**src/rtl/axis_sync_fifo.sv**
```systemverilog
// Single-clock AXI4-Stream FIFO: DEPTH-entry RAM followed by a registered
// output stage. The beat held in the output stage is included in count.
// Optional frame mode holds output until a tlast-terminated frame is stored.
// If the FIFO fills with no tlast in it, frame mode releases the head beats
// so the producer cannot deadlock.
module axis_sync_fifo #(
    parameter int DATA_WIDTH  = 8,
    parameter int KEEP_ENABLE = (DATA_WIDTH > 8) ? 1 : 0,
    parameter int KEEP_WIDTH  = (DATA_WIDTH + 7) / 8,
    parameter int USER_WIDTH  = 1,
    parameter int DEPTH       = 16,
    parameter int FRAME_FIFO  = 0
) (
    input  logic                         clk,
    input  logic                         rst,
    input  logic [DATA_WIDTH-1:0]        s_axis_tdata,
    input  logic [KEEP_WIDTH-1:0]        s_axis_tkeep,
    input  logic                         s_axis_tvalid,
    output logic                         s_axis_tready,
    input  logic                         s_axis_tlast,
    input  logic [USER_WIDTH-1:0]        s_axis_tuser,
    output logic [DATA_WIDTH-1:0]        m_axis_tdata,
    output logic [KEEP_WIDTH-1:0]        m_axis_tkeep,
    output logic                         m_axis_tvalid,
    input  logic                         m_axis_tready,
    output logic                         m_axis_tlast,
    output logic [USER_WIDTH-1:0]        m_axis_tuser,
    output logic [$clog2(DEPTH):0]       count,
    output logic [$clog2(DEPTH):0]       frame_count,
    output logic                         force_release
);

    localparam int AW = $clog2(DEPTH);
    localparam int CW = AW + 1;
    localparam logic [CW-1:0] FULL = CW'(DEPTH);

    logic [DATA_WIDTH-1:0] data_mem [DEPTH];
    logic [USER_WIDTH-1:0] user_mem [DEPTH];
    logic                  last_mem [DEPTH];

    logic [AW-1:0]         wr_ptr;
    logic [AW-1:0]         rd_ptr;
    logic [CW-1:0]         count_q;
    logic [CW-1:0]         count_next;
    logic [CW-1:0]         frame_q;
    logic [CW-1:0]         frame_next;
    logic [CW-1:0]         ram_cnt;
    logic                  s_ready_q;
    logic                  m_valid_q;
    logic                  m_last_q;
    logic [DATA_WIDTH-1:0] m_data_q;
    logic [USER_WIDTH-1:0] m_user_q;
    logic                  release_q;
    logic                  force_q;
    logic                  frame_seen_q;
    logic                  accept;
    logic                  deliver;
    logic                  acc_last;
    logic                  dlv_last;
    logic                  gate_open;
    logic                  load;

    assign accept   = s_axis_tvalid && s_ready_q;
    assign deliver  = m_valid_q && m_axis_tready;
    assign acc_last = accept && s_axis_tlast;
    assign dlv_last = deliver && m_last_q;
    assign ram_cnt  = count_q - CW'(m_valid_q);

    // frame_seen_q delays the gate by one cycle so a frame's first beat
    // appears two edges after its tlast beat is accepted.
    assign gate_open = (FRAME_FIFO == 0) || release_q || ((frame_q != '0) && frame_seen_q);
    assign load      = (ram_cnt != '0) && (!m_valid_q || m_axis_tready) && gate_open;

    // Next occupancy and next stored-frame count from this cycle's handshakes.
    always_comb begin
        count_next = count_q;
        frame_next = frame_q;
        case ({accept, deliver})
            2'b10:   count_next = count_q + 1'b1;
            2'b01:   count_next = count_q - 1'b1;
            default: count_next = count_q;
        endcase
        case ({acc_last, dlv_last})
            2'b10:   frame_next = frame_q + 1'b1;
            2'b01:   frame_next = frame_q - 1'b1;
            default: frame_next = frame_q;
        endcase
    end

    // Storage write; contents are don't-care until the pointers reach them.
    always_ff @(posedge clk) begin
        if (accept) begin
            data_mem[wr_ptr] <= s_axis_tdata;
            user_mem[wr_ptr] <= s_axis_tuser;
            last_mem[wr_ptr] <= s_axis_tlast;
        end
    end

    // Pointers, counters and the registered input ready.
    always_ff @(posedge clk) begin
        if (rst) begin
            wr_ptr       <= '0;
            rd_ptr       <= '0;
            count_q      <= '0;
            frame_q      <= '0;
            s_ready_q    <= 1'b0;
            frame_seen_q <= 1'b0;
        end else begin
            if (accept) begin
                wr_ptr <= wr_ptr + 1'b1;
            end
            if (load) begin
                rd_ptr <= rd_ptr + 1'b1;
            end
            count_q      <= count_next;
            frame_q      <= frame_next;
            s_ready_q    <= (count_next != FULL);
            frame_seen_q <= (frame_q != '0);
        end
    end

    // Output stage: refill whenever it is empty or being drained this cycle.
    always_ff @(posedge clk) begin
        if (rst) begin
            m_valid_q <= 1'b0;
            m_data_q  <= '0;
            m_user_q  <= '0;
            m_last_q  <= 1'b0;
        end else if (load) begin
            m_valid_q <= 1'b1;
            m_data_q  <= data_mem[rd_ptr];
            m_user_q  <= user_mem[rd_ptr];
            m_last_q  <= last_mem[rd_ptr];
        end else if (deliver) begin
            m_valid_q <= 1'b0;
        end
    end

    // Deadlock release: full with no complete frame opens the gate until a
    // tlast beat leaves.
    always_ff @(posedge clk) begin
        if (rst || (FRAME_FIFO == 0)) begin
            release_q <= 1'b0;
            force_q   <= 1'b0;
        end else begin
            force_q <= 1'b0;
            if (!release_q && (count_q == FULL) && (frame_q == '0)) begin
                release_q <= 1'b1;
                force_q   <= 1'b1;
            end else if (dlv_last) begin
                release_q <= 1'b0;
            end
        end
    end

    generate
        if (KEEP_ENABLE != 0) begin : g_keep
            logic [KEEP_WIDTH-1:0] keep_mem [DEPTH];
            logic [KEEP_WIDTH-1:0] keep_q;

            // Byte-enable storage, written alongside the data.
            always_ff @(posedge clk) begin
                if (accept) begin
                    keep_mem[wr_ptr] <= s_axis_tkeep;
                end
            end

            // Byte-enable output register, loaded with the rest of the beat.
            always_ff @(posedge clk) begin
                if (rst) begin
                    keep_q <= '0;
                end else if (load) begin
                    keep_q <= keep_mem[rd_ptr];
                end
            end

            assign m_axis_tkeep = keep_q;
        end else begin : g_no_keep
            logic unused_keep;
            assign unused_keep  = ^s_axis_tkeep;
            assign m_axis_tkeep = '1;
        end
    endgenerate

    assign s_axis_tready = s_ready_q;
    assign m_axis_tvalid = m_valid_q;
    assign m_axis_tdata  = m_data_q;
    assign m_axis_tuser  = m_user_q;
    assign m_axis_tlast  = m_last_q;
    assign count         = count_q;
    assign frame_count   = frame_q;
    assign force_release = force_q;

endmodule

```
**config.mk**
```make
export PLATFORM = sky130hd
export DESIGN_NAME = axis_sync_fifo
export DESIGN_NICKNAME = d
export VERILOG_FILES = /design/src/rtl/axis_sync_fifo.sv
export SDC_FILE = /design/constraint.sdc
export NUM_CORES = 1
export LEC_CHECK = 0
export CAP_MARGIN = 20
export CORE_MARGIN = 10
export CORE_UTILIZATION = 40
export CTS_BUF_LIST = sky130_fd_sc_hd__clkbuf_8
export DETAILED_ROUTE_END_ITERATION = 16
export SLEW_MARGIN = 20
export SYNTH_ARGS = -nofsm -noshare
export SYNTH_HDL_FRONTEND = slang
export SYNTH_SLANG_ARGS = --single-unit
```
**constraint.sdc**
```tcl
create_clock -name clk -period 2.8 [get_ports clk]
set_clock_uncertainty 0.2 [all_clocks]
set_input_delay 0.42 -clock clk [delete_from_list [all_inputs] [get_ports clk]]
set_output_delay 0.42 -clock clk [all_outputs]
set_load 0.005 [all_outputs]
```
==> impl_metrics.toml, run 1 <==
[critical_path]
crit_fanout = 3
required_ns = 2.99
cp.arrival_ns = 2.78
cp-start-kind = "primary input"
crit_path_end_kind = "flip-flop"
startpoint = "s_axis_tlast"
path_class = "primary input to flip-flop"
reg2reg_from = "m_axis_tvalid"

[drt]
wl_per_cell_um = 20.0
routed_wl_um = 15300
drc = 0
final_antenna_net_count = 0
dr.first_iter.drc_count = 283
top_layer = "met4"
drt-met1-wl_um = 6700
route.met3.wl_um = 1040
dr.pass1.iters = 5
vias_per_cell = 5.22
met2_wirelength_um = 7340
dr_total_vias = 4000

[clock_tree]
htreeDepth = 4
post_cts_buffers = 0
clkTransAtPathRegs_ns = 0.09
cts_root_buffer = "clkbuf_8"
cts_max_path_buffers = 2
cts_hold_buf = 0
clock_sinks = 190
insertion_delay_ns = 0.46
postCtsResizedCells = 0
cts_buffers = 17
cts_tree = "yes"

[sta]
fin_crit_ns = 2.59
drv_slew = 0
fin_crit_sh = 0.926
hold_viol_final = 0
fin_tns_setup_ns = 0
rsz0062_at_grt = "false"
clock.fmax_mhz = 386
tightest_slew_ns = 0.608
finalSetupViolCount = 0
slew_headroom = 0.593
holdWs_ns = 0.288

[synthesis]
syn_nets = 460
ys_types = 42
ys_warn_count = 0
synthesis.area_mm2 = 0.00768
async_reset_ff_frac = 0
synth-edff-count = 160
ys_seq_area_frac = 0.703
synth_ff_type = "edfxtp_1"
syn_avg_cell_area_um2 = 17.8
synth_seq_cells = 190
netlist_instances = 431

[power]
power_switching_mw = 1.91
power_frac_comb = 0.259
p_clk_frac = 0.246
irDropWorstVdd_mv = 0.321
switching_share = 0.288
power_frac_seq = 0.495
power_density_mw_per_mm2 = 749
internal_power_mw = 4.72
p_leak_nw = 2.90

[final_layout]
nets = 523
insertedDiodeCount = 0
area_growth_pct = 15.1
post-route-util = 0.470
finalInstanceArea_mm2 = 0.00885
drive_above_1_share = 0.185

[global_route]
track_usage = 0.130
grt_overflow = 0
antenna_found_initial = 0
grt_max_degree = 44
grt_pass1_vias = 4071
grt_pass1_wl_um = 23900

[place]
place_congestion = 0.755
place_area_mm2 = 0.00849
io_buffers = 35
dp_hpwl_um = 9610

[min_path]
hold_class = "flip-flop to flip-flop"
hp-start = "m_axis_tdata[0]"

[floorplan]
coreArea_mm2 = 0.0188
die_h_um = 159
dieArea_mm2 = 0.0252
start_util = 0.408
pin_count = 39
die_x_um = 159
rows = 50

[outcome]
status = "completed"

[run]
cap_violations = 0
## routing by layer
metal  track usage  vias up
li1              -     1827
met1         0.172     2039
met2         0.203      115
met3        0.0340       19
met4        0.0468        0
met5             0        -
## registers in the layout (all words and copies together) (netlist names), 4 cells and up
signal	flops
count	5
data_mem	128
frame_count	5
last_mem	16
m_axis_tdata	8
rd_ptr	4
user_mem	16
wr_ptr	4
## path summary, 6_finish.rpt
path	endpoint	cells past startpoint	slack, ns
max	frame_count[4]	10	0.21
min	m_axis_tdata[0]	2	0.29
min reg2reg	m_axis_tdata[0]	2	0.29
max reg2reg	frame_count[4]	9	0.27
## cell usage in the layout, fill, tap and decap left out, drive strengths merged, types with 13 or more instances in the layout
cell type | netlist | routed
edfxtp | 160 | 160
mux4 | 40 | 40
buf | 15 | 37
clkdlybuf4s50 | 0 | 35
nor2 | 30 | 30
dfxtp | 30 | 30
clkbuf | 13 | 18
inv | 8 | 16
nand2b | 14 | 14
ha | 13 | 13
## critical path, stage by stage
cell,delay (ns)
clkdlybuf4s50_1,0.54
nand2_1,0.14
ha_1,0.19
inv_1,0.08
fa_1,0.37
nor2b_1,0.16
o21ai_0,0.12
and3_1,0.21
or4_1,0.40
a21oi_1,0.14
## cell type report
class                           count  area [um^2]
Clock buffer                       18          248
Inverter                            8         30.0
Tap cell                          260          325
Fill cell                        1602         9980
Sequential cell                   190         5410
Multi-Input combinational cell    205         2080
Timing Repair Buffer               72          641
Clock inverter                     14          114
## cells by family after synthesis
| logic type | Yosys count | synth area share |
|---|---|---|
| multiplexers | 43 | 0.128 |
| AO/OA/AOI/OAI | 50 | 0.0475 |
| buffers and inverters | 36 | 0.0256 |
| other | 2 | 0.000977 |
| flip-flops | 190 | 0.703 |
| adder cells (fa/ha/maj) | 14 | 0.0238 |
| AND/OR/NAND/NOR | 81 | 0.0532 |
| XOR/XNOR | 15 | 0.0171 |
## power groups by stage
stage	Clock, mW	Sequential [mW]	Combinational (mW)
after CTS	1.67	3.28	1.75
after detailed placement	0	3.35	1.74
after global placement	0	3.34	1.72
after floorplan	0	3.32	1.23
after global routing	1.80	3.30	1.88
final	1.63	3.28	1.72
## per-stage QoR
stage	power [mW]	setup WS (ns)	cells
final	6.63	0.206	767
after global routing	6.98	0.0732	767
after CTS	6.71	0.229	767
after detailed placement	5.09	-0.276	735
after global placement	5.06	-0.194	735
after floorplan	4.55	0.116	431
## synthesized netlist by cell type (2+ instances only)
library cell  count  share of area
edfxtp_1        160           0.63
dfxtp_1          30          0.078
nor2_1           30          0.015
mux4_2           25          0.073
mux4_1           15          0.051
nand2b_1         14          0.011
clkbuf_1         13         0.0064
ha_1             13          0.021
a22o_1           10          0.011
nand2_1          10         0.0049
o22ai_1          10         0.0081
a221oi_1          9          0.010
xor2_1            9          0.010
a21oi_1           8         0.0052
inv_1             8         0.0039
nor2b_1           6         0.0049
nor3_1            6         0.0039
xnor2_1           6         0.0068
buf_2             5         0.0033
buf_1             4         0.0020
and2_1            3         0.0024
mux2i_1           3         0.0039
nand3b_1          3         0.0029
o21ai_0           3         0.0020
o31ai_1           3         0.0029
a21o_1            2         0.0020
a31oi_1           2         0.0016
and3_1            2         0.0016
buf_12            2         0.0052
buf_4             2         0.0020
buf_6             2         0.0029
conb_1            2        0.00098
nand4_1           2         0.0016
No activity file was read; power rests on OpenSTA's default activity.
==> run 2: changes to the inputs <==
--- a/config.mk
+++ b/config.mk
@@ -10,7 +10,6 @@
 export CORE_UTILIZATION = 40
 export CTS_BUF_LIST = sky130_fd_sc_hd__clkbuf_8
 export DETAILED_ROUTE_END_ITERATION = 16
-export SLEW_MARGIN = 20
 export SYNTH_ARGS = -nofsm -noshare
 export SYNTH_HDL_FRONTEND = slang
 export SYNTH_SLANG_ARGS = --single-unit
==> constraint.sdc (replaced) <==
create_clock -name clk -period 2.4 [get_ports clk]
set_clock_uncertainty 0.2 [all_clocks]
set_input_delay 0.36 -clock clk [delete_from_list [all_inputs] [get_ports clk]]
set_output_delay 0.36 -clock clk [all_outputs]
set_load 0.1 [all_outputs]
==> run 2 against run 1 <==
Total power increased by 31%. Critical path depth increased by 2. Critical path type unchanged. Sequential cell count unchanged. Highest routed layer unchanged. Largest power group unchanged. Routed wire length decreased by 2.1%. Critical endpoint is now s_axis_tready. Die area unchanged. Hold slack improved by 0.0030 ns.
==> impl_metrics.toml, run 2 (synthesis results as in run 1) <==
[run]
cap_violations = 0

[critical_path]
crit_path_frequent_cell = "xor2_1"
cp.arrival_ns = 2.53
startpoint = "s_axis_tvalid"
crit_path_end_kind = "flip-flop"
slowest_delay_ns = 0.45
cp_slowest_cell = "clkdlybuf4s50_1"
required_ns = 2.54
reg2reg_from = "s_axis_tready"
timing.critical_path.cells = "clkdlybuf4s50_1 -> and2_4 -> buf_6 -> inv_4 -> ha_4 -> xor2_1 -> ha_2 -> o31ai_2 -> nand3b_1 -> a21oi_2 -> xor2_1 -> a41oi_2"
crit_fanout = 3
cp-start-kind = "primary input"
path_class = "primary input to flip-flop"

[final_layout]
top_register = "data_mem"
mostFrequentLayoutCell = "edfxtp_1"
drive_above_1_share = 0.298
post-route-util = 0.480
insertedDiodeCount = 0
nets = 534
reg.largest.list = "data_mem: 128 flops, last_mem: 16 flops, user_mem: 16 flops"
largest_register_ffs = 128
layout_common_cells = "edfxtp_1, buf_4, nor2_1"
area_growth_pct = 17.6

[floorplan]
pin_count = 39
rows = 50
die_h_um = 159
die_x_um = 159
dieArea_mm2 = 0.0252
coreArea_mm2 = 0.0188
start_util = 0.408

[drt]
final_antenna_net_count = 0
dr.first_iter.drc_count = 225
drc = 0
dr_total_vias = 4000
vias_per_cell = 5.15
routed_wl_um = 15000
wl_per_cell_um = 19.3
dr.pass1.iters = 4

[min_path]
hold_class = "flip-flop to flip-flop"
hp-start = "frame_count[4]"

[sta]
clock.fmax_mhz = 419
tightest_slew_ns = 0.976
fin_crit_sh = 0.996
setup_ws_ns = 0.0106
holdWs_ns = 0.291
slew_headroom = 0.348
rsz0062_at_grt = "true"
hold_viol_final = 0
finalSetupViolCount = 0
fin_crit_ns = 2.39
drv_slew = 0
fin_tns_setup_ns = 0

[power]
power_frac_comb = 0.319
p_total_mw = 8.66
power_density_mw_per_mm2 = 958
power_frac_seq = 0.445
p_clk_frac = 0.237
irDropWorstVdd_mv = 0.388
p_leak_nw = 3.02
switching_share = 0.341
internal_power_mw = 5.70
power_switching_mw = 2.95

[place]
io_buffers = 35
place_ws_ns = -0.548
place_congestion = 0.775
dp_hpwl_um = 9850

[outcome]
status = "completed"

[clock_tree]
cts_max_path_buffers = 2
cts_root_buffer = "clkbuf_8"
htreeDepth = 4
cts_buffers = 17
clock_sinks = 190
cts_tree = "yes"
clkTransAtPathRegs_ns = 0.10
insertion_delay_ns = 0.46

[global_route]
grt_pass1_wl_um = 23300
track_usage = 0.125
grt_overflow = 0
grt_max_degree = 34
antenna_found_initial = 0
grt_pass1_vias = 4073
-- run 2: path summary, 6_finish.rpt --
path                    endpoint  slack, ns  cells past startpoint
setup / recovery   s_axis_tready       0.01                     12
hold / removal    frame_count[4]       0.29                      2
setup reg to reg   s_axis_tready       0.01                     11
hold reg to reg   frame_count[4]       0.29                      2
-- run 2: what timing repair did --
| action | in CTS | in global routing |
|---|---|---|
| buffers inserted | 0 | 6 |
| hold buffers | 0 | 0 |
| gates resized for setup | 5 | 7 |
| pin swaps | 1 | 7 |
| endpoints found under the hold margin | 0 | 0 |
| endpoints found under the setup margin | 3 | 13 |
-- run 2: stage by stage --
| step | instances | area [um^2] |
|---|---|---|
| floorplan | 431 | 7780 |
| global placement | 740 | 8560 |
| detailed placement | 740 | 8560 |
| CTS | 771 | 8970 |
| global route | 777 | 9040 |
| finish | 777 | 9040 |
-- run 2: power groups by stage --
stage | Sequential [mW] | Clock, mW | Combinational [mW]
CTS | 3.85 | 2.10 | 2.77
finish | 3.85 | 2.05 | 2.76
floorplan | 4.52 | 0 | 1.48
detailed placement | 3.92 | 0 | 2.74
global route | 3.87 | 2.24 | 2.95
global placement | 3.92 | 0 | 2.72
-- run 2: metal layers --
metal / routed length, um / GRT usage / vias to the layer above
met3: 830 / 0.0375 / 12
met5: 0 / 0 / -
li1: - / - / 1847
met1: 6720 / 0.163 / 2056
met4: 140 / 0.0348 / 0
met2: 7300 / 0.200 / 85
-- run 2: layout make-up --
cell class | count | area, um^2
Tap cell | 260 | 325
Clock inverter | 14 | 151
Fill cell | 1605 | 9790
Inverter | 8 | 32.5
Sequential cell | 190 | 5430
Multi-Input combinational cell | 205 | 2170
Clock buffer | 17 | 234
Timing Repair Buffer | 83 | 696
-- run 2: worst max-delay path, delay by kind of cell --
kind | cells | cell delay, ns
fa+ha+maj | 2 | 0.36
xor+xnor | 2 | 0.41
simple gates | 2 | 0.29
buf+inv | 3 | 0.58
compound gates | 3 | 0.52
